## src/rtl/pc_seq_pkg.sv

```systemverilog
// rtl/pc_seq_pkg.sv - shared state enum and constants for the fetch sequencer
package pc_seq_pkg;

    typedef enum logic [1:0] {
        ST_BOOT  = 2'd0,
        ST_FETCH = 2'd1,
        ST_HOLD  = 2'd2
    } state_t;

    localparam logic [31:0] PC_STEP              = 32'd4;
    localparam logic [31:0] DEFAULT_RESET_VECTOR = 32'h0000_0000;
    localparam logic [31:0] DEFAULT_TRAP_VECTOR  = 32'h0000_0100;

endpackage

```

## src/rtl/pc_next_mux.sv

```systemverilog
// rtl/pc_next_mux.sv - jump/branch/+4 priority select with redirect alignment handling
// Optional feature: PC_SEQ_ALIGN_CHECK_EN traps misaligned redirect targets.
module pc_next_mux
    import pc_seq_pkg::*;
#(
    parameter logic [31:0] TRAP_VECTOR = DEFAULT_TRAP_VECTOR
) (
    input  logic [31:0] i_pc,
    input  logic        i_jump,
    input  logic [31:0] i_jump_target,
    input  logic        i_br_taken,
    input  logic [31:0] i_br_target,
    output logic [31:0] o_pc_next,
    output logic        o_misaligned
);

    logic        w_redirect;
    logic [31:0] w_target;
`ifdef PC_SEQ_ALIGN_CHECK_EN
    logic        w_bad;
`endif

    always_comb begin
        w_redirect = i_jump | i_br_taken;
        w_target   = i_jump ? i_jump_target : i_br_target;
`ifdef PC_SEQ_ALIGN_CHECK_EN
        w_bad        = w_redirect && (w_target[1:0] != 2'b00);
        o_misaligned = w_bad;
        if (!w_redirect)
            o_pc_next = i_pc + PC_STEP;
        else if (w_bad)
            o_pc_next = TRAP_VECTOR;
        else
            o_pc_next = w_target;
`else
        // Without the check, misaligned targets are silently word-aligned.
        o_misaligned = 1'b0;
        o_pc_next    = w_redirect ? {w_target[31:2], 2'b00} : i_pc + PC_STEP;
`endif
    end

endmodule

```

## src/rtl/pc_sequencer.sv

```systemverilog
// rtl/pc_sequencer.sv - PC fetch sequencer: imem handshake, stall hold, redirects, instret
// Optional feature: PC_SEQ_ALIGN_CHECK_EN (handled in pc_next_mux).
module pc_sequencer
    import pc_seq_pkg::*;
#(
    parameter logic [31:0] RESET_VECTOR = DEFAULT_RESET_VECTOR,
    parameter logic [31:0] TRAP_VECTOR  = DEFAULT_TRAP_VECTOR,
    parameter int unsigned WAIT_MAX     = 15
) (
    input  logic        clk,
    input  logic        reset,
    input  logic [31:0] PC,
    output logic        imem_req,
    input  logic        imem_ack,
    input  logic        stall,
    input  logic        jump,
    input  logic [31:0] jump_target,
    input  logic        br_taken,
    input  logic [31:0] br_target,
    output logic [31:0] PCNext,
    output logic        fetch_valid,
    output logic [31:0] instret,
    output logic        fetch_err,
    output logic        misaligned
);

    // The counter only ever holds 0..WAIT_MAX-1; it clears on the timeout cycle.
    localparam int WAIT_W = (WAIT_MAX < 2) ? 1 : $clog2(WAIT_MAX);
    localparam logic [WAIT_W-1:0] WAIT_LAST = WAIT_W'(WAIT_MAX - 1);

    state_t              r_state;
    state_t              w_state_next;
    logic [WAIT_W-1:0]   r_wait;
    logic [WAIT_W-1:0]   w_wait_next;
    logic [31:0]         r_instret;
    logic                w_advance;
    logic [31:0]         w_mux_next;
    logic                w_mux_mis;

    pc_next_mux #(
        .TRAP_VECTOR (TRAP_VECTOR)
    ) u_pc_next_mux (
        .i_pc          (PC),
        .i_jump        (jump),
        .i_jump_target (jump_target),
        .i_br_taken    (br_taken),
        .i_br_target   (br_target),
        .o_pc_next     (w_mux_next),
        .o_misaligned  (w_mux_mis)
    );

    always_comb begin
        w_state_next = r_state;
        w_wait_next  = r_wait;
        imem_req     = 1'b0;
        fetch_valid  = 1'b0;
        fetch_err    = 1'b0;
        PCNext       = PC;
        case (r_state)
            ST_BOOT: begin
                PCNext       = RESET_VECTOR;
                w_state_next = ST_FETCH;
                w_wait_next  = '0;
            end
            ST_FETCH: begin
                imem_req    = 1'b1;
                fetch_valid = imem_ack;
                if (imem_ack) begin
                    w_wait_next = '0;
                    if (stall)
                        w_state_next = ST_HOLD;
                end else if (r_wait == WAIT_LAST) begin
                    fetch_err   = 1'b1;
                    w_wait_next = '0;
                end else begin
                    w_wait_next = r_wait + WAIT_W'(1);
                end
            end
            ST_HOLD: begin
                fetch_valid = 1'b1;
                w_wait_next = '0;
                if (!stall)
                    w_state_next = ST_FETCH;
            end
            default: begin
                w_state_next = ST_BOOT;
                w_wait_next  = '0;
            end
        endcase

        w_advance  = fetch_valid & ~stall;
        misaligned = w_advance & w_mux_mis;
        if (w_advance)
            PCNext = w_mux_next;

        // Reset overrides everything combinationally so the pending request is dropped.
        if (reset) begin
            PCNext      = RESET_VECTOR;
            imem_req    = 1'b0;
            fetch_valid = 1'b0;
            fetch_err   = 1'b0;
            misaligned  = 1'b0;
            w_advance   = 1'b0;
        end
    end

    always_ff @(posedge clk) begin
        if (reset) begin
            r_state   <= ST_BOOT;
            r_wait    <= '0;
            r_instret <= '0;
        end else begin
            r_state <= w_state_next;
            r_wait  <= w_wait_next;
            if (w_advance)
                r_instret <= r_instret + 32'd1;
        end
    end

    assign instret = r_instret;

endmodule

```

## config.mk

```make
export PLATFORM = sky130hd
export DESIGN_NAME = pc_sequencer
export DESIGN_NICKNAME = d
export VERILOG_FILES = /design/src/rtl/pc_seq_pkg.sv /design/src/rtl/pc_next_mux.sv /design/src/rtl/pc_sequencer.sv
export SDC_FILE = /design/constraint.sdc
export NUM_CORES = 1
export LEC_CHECK = 0
export BUFFER_PORTS_ARGS = -buffer_cell sky130_fd_sc_hd__buf_4
export CAP_MARGIN = 10
export CORE_UTILIZATION = 42
export CTS_CLUSTER_DIAMETER = 100
export CTS_CLUSTER_SIZE = 30
export DETAILED_ROUTE_END_ITERATION = 12
export HOLD_SLACK_MARGIN = 0.03
export MAX_ROUTING_LAYER = met4
export PLACE_DENSITY = 0.77
export SLEW_MARGIN = 20
export SYNTH_ARGS = -nofsm -noshare
export SYNTH_HDL_FRONTEND = slang
export SYNTH_SLANG_ARGS = --single-unit
```

## constraint.sdc

```tcl
create_clock -name clk -period 2.2 [get_ports clk]
set_clock_uncertainty 0.05 [all_clocks]
set_input_delay 0.33 -clock clk [delete_from_list [all_inputs] [get_ports clk]]
set_output_delay 0.33 -clock clk [all_outputs]
set_load 0.05 [all_outputs]
```

==> results_dict.tcl <==
set metrics [dict create \
    critical_path.endpoint_type "primary output" \
    drv_slew 0 \
    worst_slew_margin_rel_pct 56.9 \
    overflow 0 \
    tritoncts "done" \
    worst_slew_pin_slew_ns 0.641 \
    timing.rr.end "instret[27]" \
    finalWeightedCongestion 0.995 \
    max_cap_viols 0 \
    hp-class "primary input to flip-flop" \
    cts_num_sinks 38 \
    synth_enable_flop_cells 0 \
    synth_area_leaders "dfxtp_1 (22%), nor2_1 (4.9%), xnor2_1 (4.9%)" \
    setup_viol 45 \
    htreeDepth 2 \
    drc_errors 0 \
    synth_top_area_share_pct 22.3 \
    postLayoutSetupSlackWorst_ns -0.484 \
    drt-total-wl_mm 15.4 \
    yosys-mux-area-fraction_pct 1.17 \
    grt_pass1_vias 4776 \
    detailed_place_hpwl_mm 10.8 \
    post_drt_wl_per_cell_um 18.6 \
    p_leak_nw 2.66 \
    hold_viol_final 0 \
    worstRegToRegCells 12 \
    io_pins 170 \
    die_h_um 92.2 \
    async_flop_share_pct 0 \
    antenna_cell_count 0 \
    dominant_combinational_cell_family_by_area_after_synthesis "simple AND/OR/NAND/NOR gates" \
    count_of_buffers_from_port_buffering 164 \
    cts_buffer_depth 2 \
    finalWorstPathRequiredPeriod_ns 2.68 \
    clock_pin_transition_on_the_worst_setup_and_hold_timing_paths_ns 0.07 \
    r2r_setup_slack_ns -0.21 \
    design.core.area_um2 7810 \
    ir_drop_mv 0.633 \
    post-synth-top-area-cell "dfxtp_1" \
    area_fraction_in_compound_gates_after_synthesis_pct 26.7 \
    post_synth_fa_ha_maj_area_fraction_pct 2.93 \
    power_per_cell_area_nw_per_um2 619 \
    grt_setup_unrepaired "true" \
    synth_area_per_cell_um2 7.25 \
    status "finished with violations" \
    drt_pre_antenna_iters 5 \
    dieArea_um2 8500 \
    critical_path_class "flip-flop to primary output" \
    global_route.usage.total_pct 34.6 \
    synth_sequential_area_ratio_pct 22.3 \
    synth_simple_gate_area_share_pct 34.0 \
    crit_path_max_fanout 7 \
    detail-route-antenna-nets 0 \
    maximum_number_of_pins_on_one_net_before_global_route_repair 37 \
    top_library_cells_by_usage_in_the_layout_fill_and_taps_aside "buf_4 (226), nor2_1 (41), buf_6 (39)" \
    grt_pass1_wl_mm 22.8 \
    cts_inserted_buffers 5 \
    fin_nets 836 \
    cp_data_required_time_ns 1.82 \
    placementRows 32 \
    ys.warnings.count 0 \
    failed_checks "setup timing" \
    synthesis_stage_register_bit_count 38 \
    drtIter0Drc 274 \
    worst_hold_slack_ns 0.400 \
    worst_skew_pair.late_latency_ns 0.29 \
    grt_antenna_before_repair 0 \
    cp-start-kind "flip-flop" \
    clock.fmax_mhz 373 \
    num_vias 4988 \
    fp.dieW_um 92.2 \
    synthToLayoutAreaGrowth_pct 89.6 \
    most_common_library_cell_in_the_layout_ignoring_fill_and_taps "buf_4" \
    initial_core_util_pct 43.8 \
    critical_path_arrival_ns 2.30 \
    layoutNonFillerInstCount 829 \
    synth.net_count 581 \
    fin_crit_sh_pct 122 \
    yosys_most_used_dff "dfxtp_1" \
    endpoint "PCNext[13]" \
    syn-cell-area_um2 3420 \
    timing.critical_path.from "r_state[0]" \
    yosys.area_share.xor_xnor_pct 7.69 \
    design_area_um2 6480 \
    via_per_inst 6.02 \
    dp_area_um2 5810 \
    synth.lib_cells_used.distinct 66 \
    syn_inst 471 \
    cell_count_after_placement 808 \
    final.setup.tns_ns -13.80 \
    timing.rr.start "r_state[0]" \
    clockRootBuffer "clkbuf_8" \
    layout-drive-gt1-share_pct 52.3 \
    cts-hold-fix-buffers 0 \
]
## where the power goes
group	switching, mW	internal, mW
clock network	0.252	0.252
logic	1.56	1.21
registers	0.0247	0.714
total	1.83	2.18
## through the flow
step / power, mW / worst slack [ns] / util, %
floorplan: 2.23 / -0.457 / -
global placement: 3.04 / -0.310 / 74.4
detailed placement: 3.09 / -0.326 / 74.4
CTS: 3.81 / -0.427 / 79.5
global route: 4.16 / -0.514 / 83.0
finish: 4.01 / -0.484 / 83.0
## sequential cells by signal, indices dropped and copies added, names as in the netlist
name,cells
r_state,2
instret,32
r_wait,4
## cells by family (layout without fill, tap and decap cells)
kind of cell,after synthesis,after routing
AOI/OAI and AO/OA,136,136
xor gates and xnor gates,30,30
adders and majority gates,8,8
buffers and inverters,44,299
DFF,38,38
muxes,4,4
other,1,1
and+or+nand+nor,210,211
## Yosys cell counts, types with 14 or more instances
cell type and n:
o21ai_0 26, clkbuf_1 17, or3_1 14, dfxtp_1 38, a21oi_1 31, nand3_1 31, nand2_1 32, nor2_1 45
xnor2_1 19, nand4_1 14, nor3_1 16, inv_1 15
## repair_timing
| item | 4_1_cts | 5_1_grt |
|---|---|---|
| pin swaps | 13 | 27 |
| buffers inserted | 7 | 7 |
| hold endpoints to repair | 0 | 0 |
| gates cloned | 1 | 1 |
| resized for setup | 63 | 48 |
| setup endpoints to repair | 51 | 51 |
## worst max-delay path: stages (launching register included)
cell and delay, ns:
dfxtp_2 0.37, inv_2 0.06, ha_4 0.27, inv_2 0.04, or3_4 0.42, buf_4 0.17, a211oi_4 0.20, a21oi_2 0.10
o211a_4 0.24, buf_6 0.15
## routing by layer
metal  share of wire, %  vias up  global-route usage [%]  routed length [um]
li1                   -     2295                       -                   -
met4                3.3        0                    14.5                 502
met3                8.1       52                    4.39                1250
met2                 50      285                    61.7                7720
met1                 39     2356                    38.8                5960
met5                  0        -                       -                   0
## how the worst min path moves through the flow
| stage | from | to | slack, ns | cells past startpoint |
|---|---|---|---|---|
| 3_3_place_gp | r_wait[0] | r_wait[0] | 0.39 | 1 |
| 4_1_cts | imem_ack | r_wait[1] | 0.40 | 3 |
| 2_1_floorplan | r_wait[0] | r_wait[0] | 0.38 | 1 |
| 5_1_grt | imem_ack | r_wait[2] | 0.43 | 3 |
| 3_5_place_dp | instret[31] | instret[31] | 0.43 | 2 |
| 6_report | imem_ack | r_wait[1] | 0.40 | 3 |
## final cells by class
cell class / count / area, um^2
Multi-Input combinational cell: 390 / 3150
Timing Repair Buffer: 275 / 2280
Fill cell: 496 / 1330
Sequential cell: 38 / 767
Tap cell: 102 / 128
Clock buffer: 6 / 82.6
Inverter: 16 / 60.1
Clock inverter: 2 / 12.5
Power figures use the tool's default switching activity.
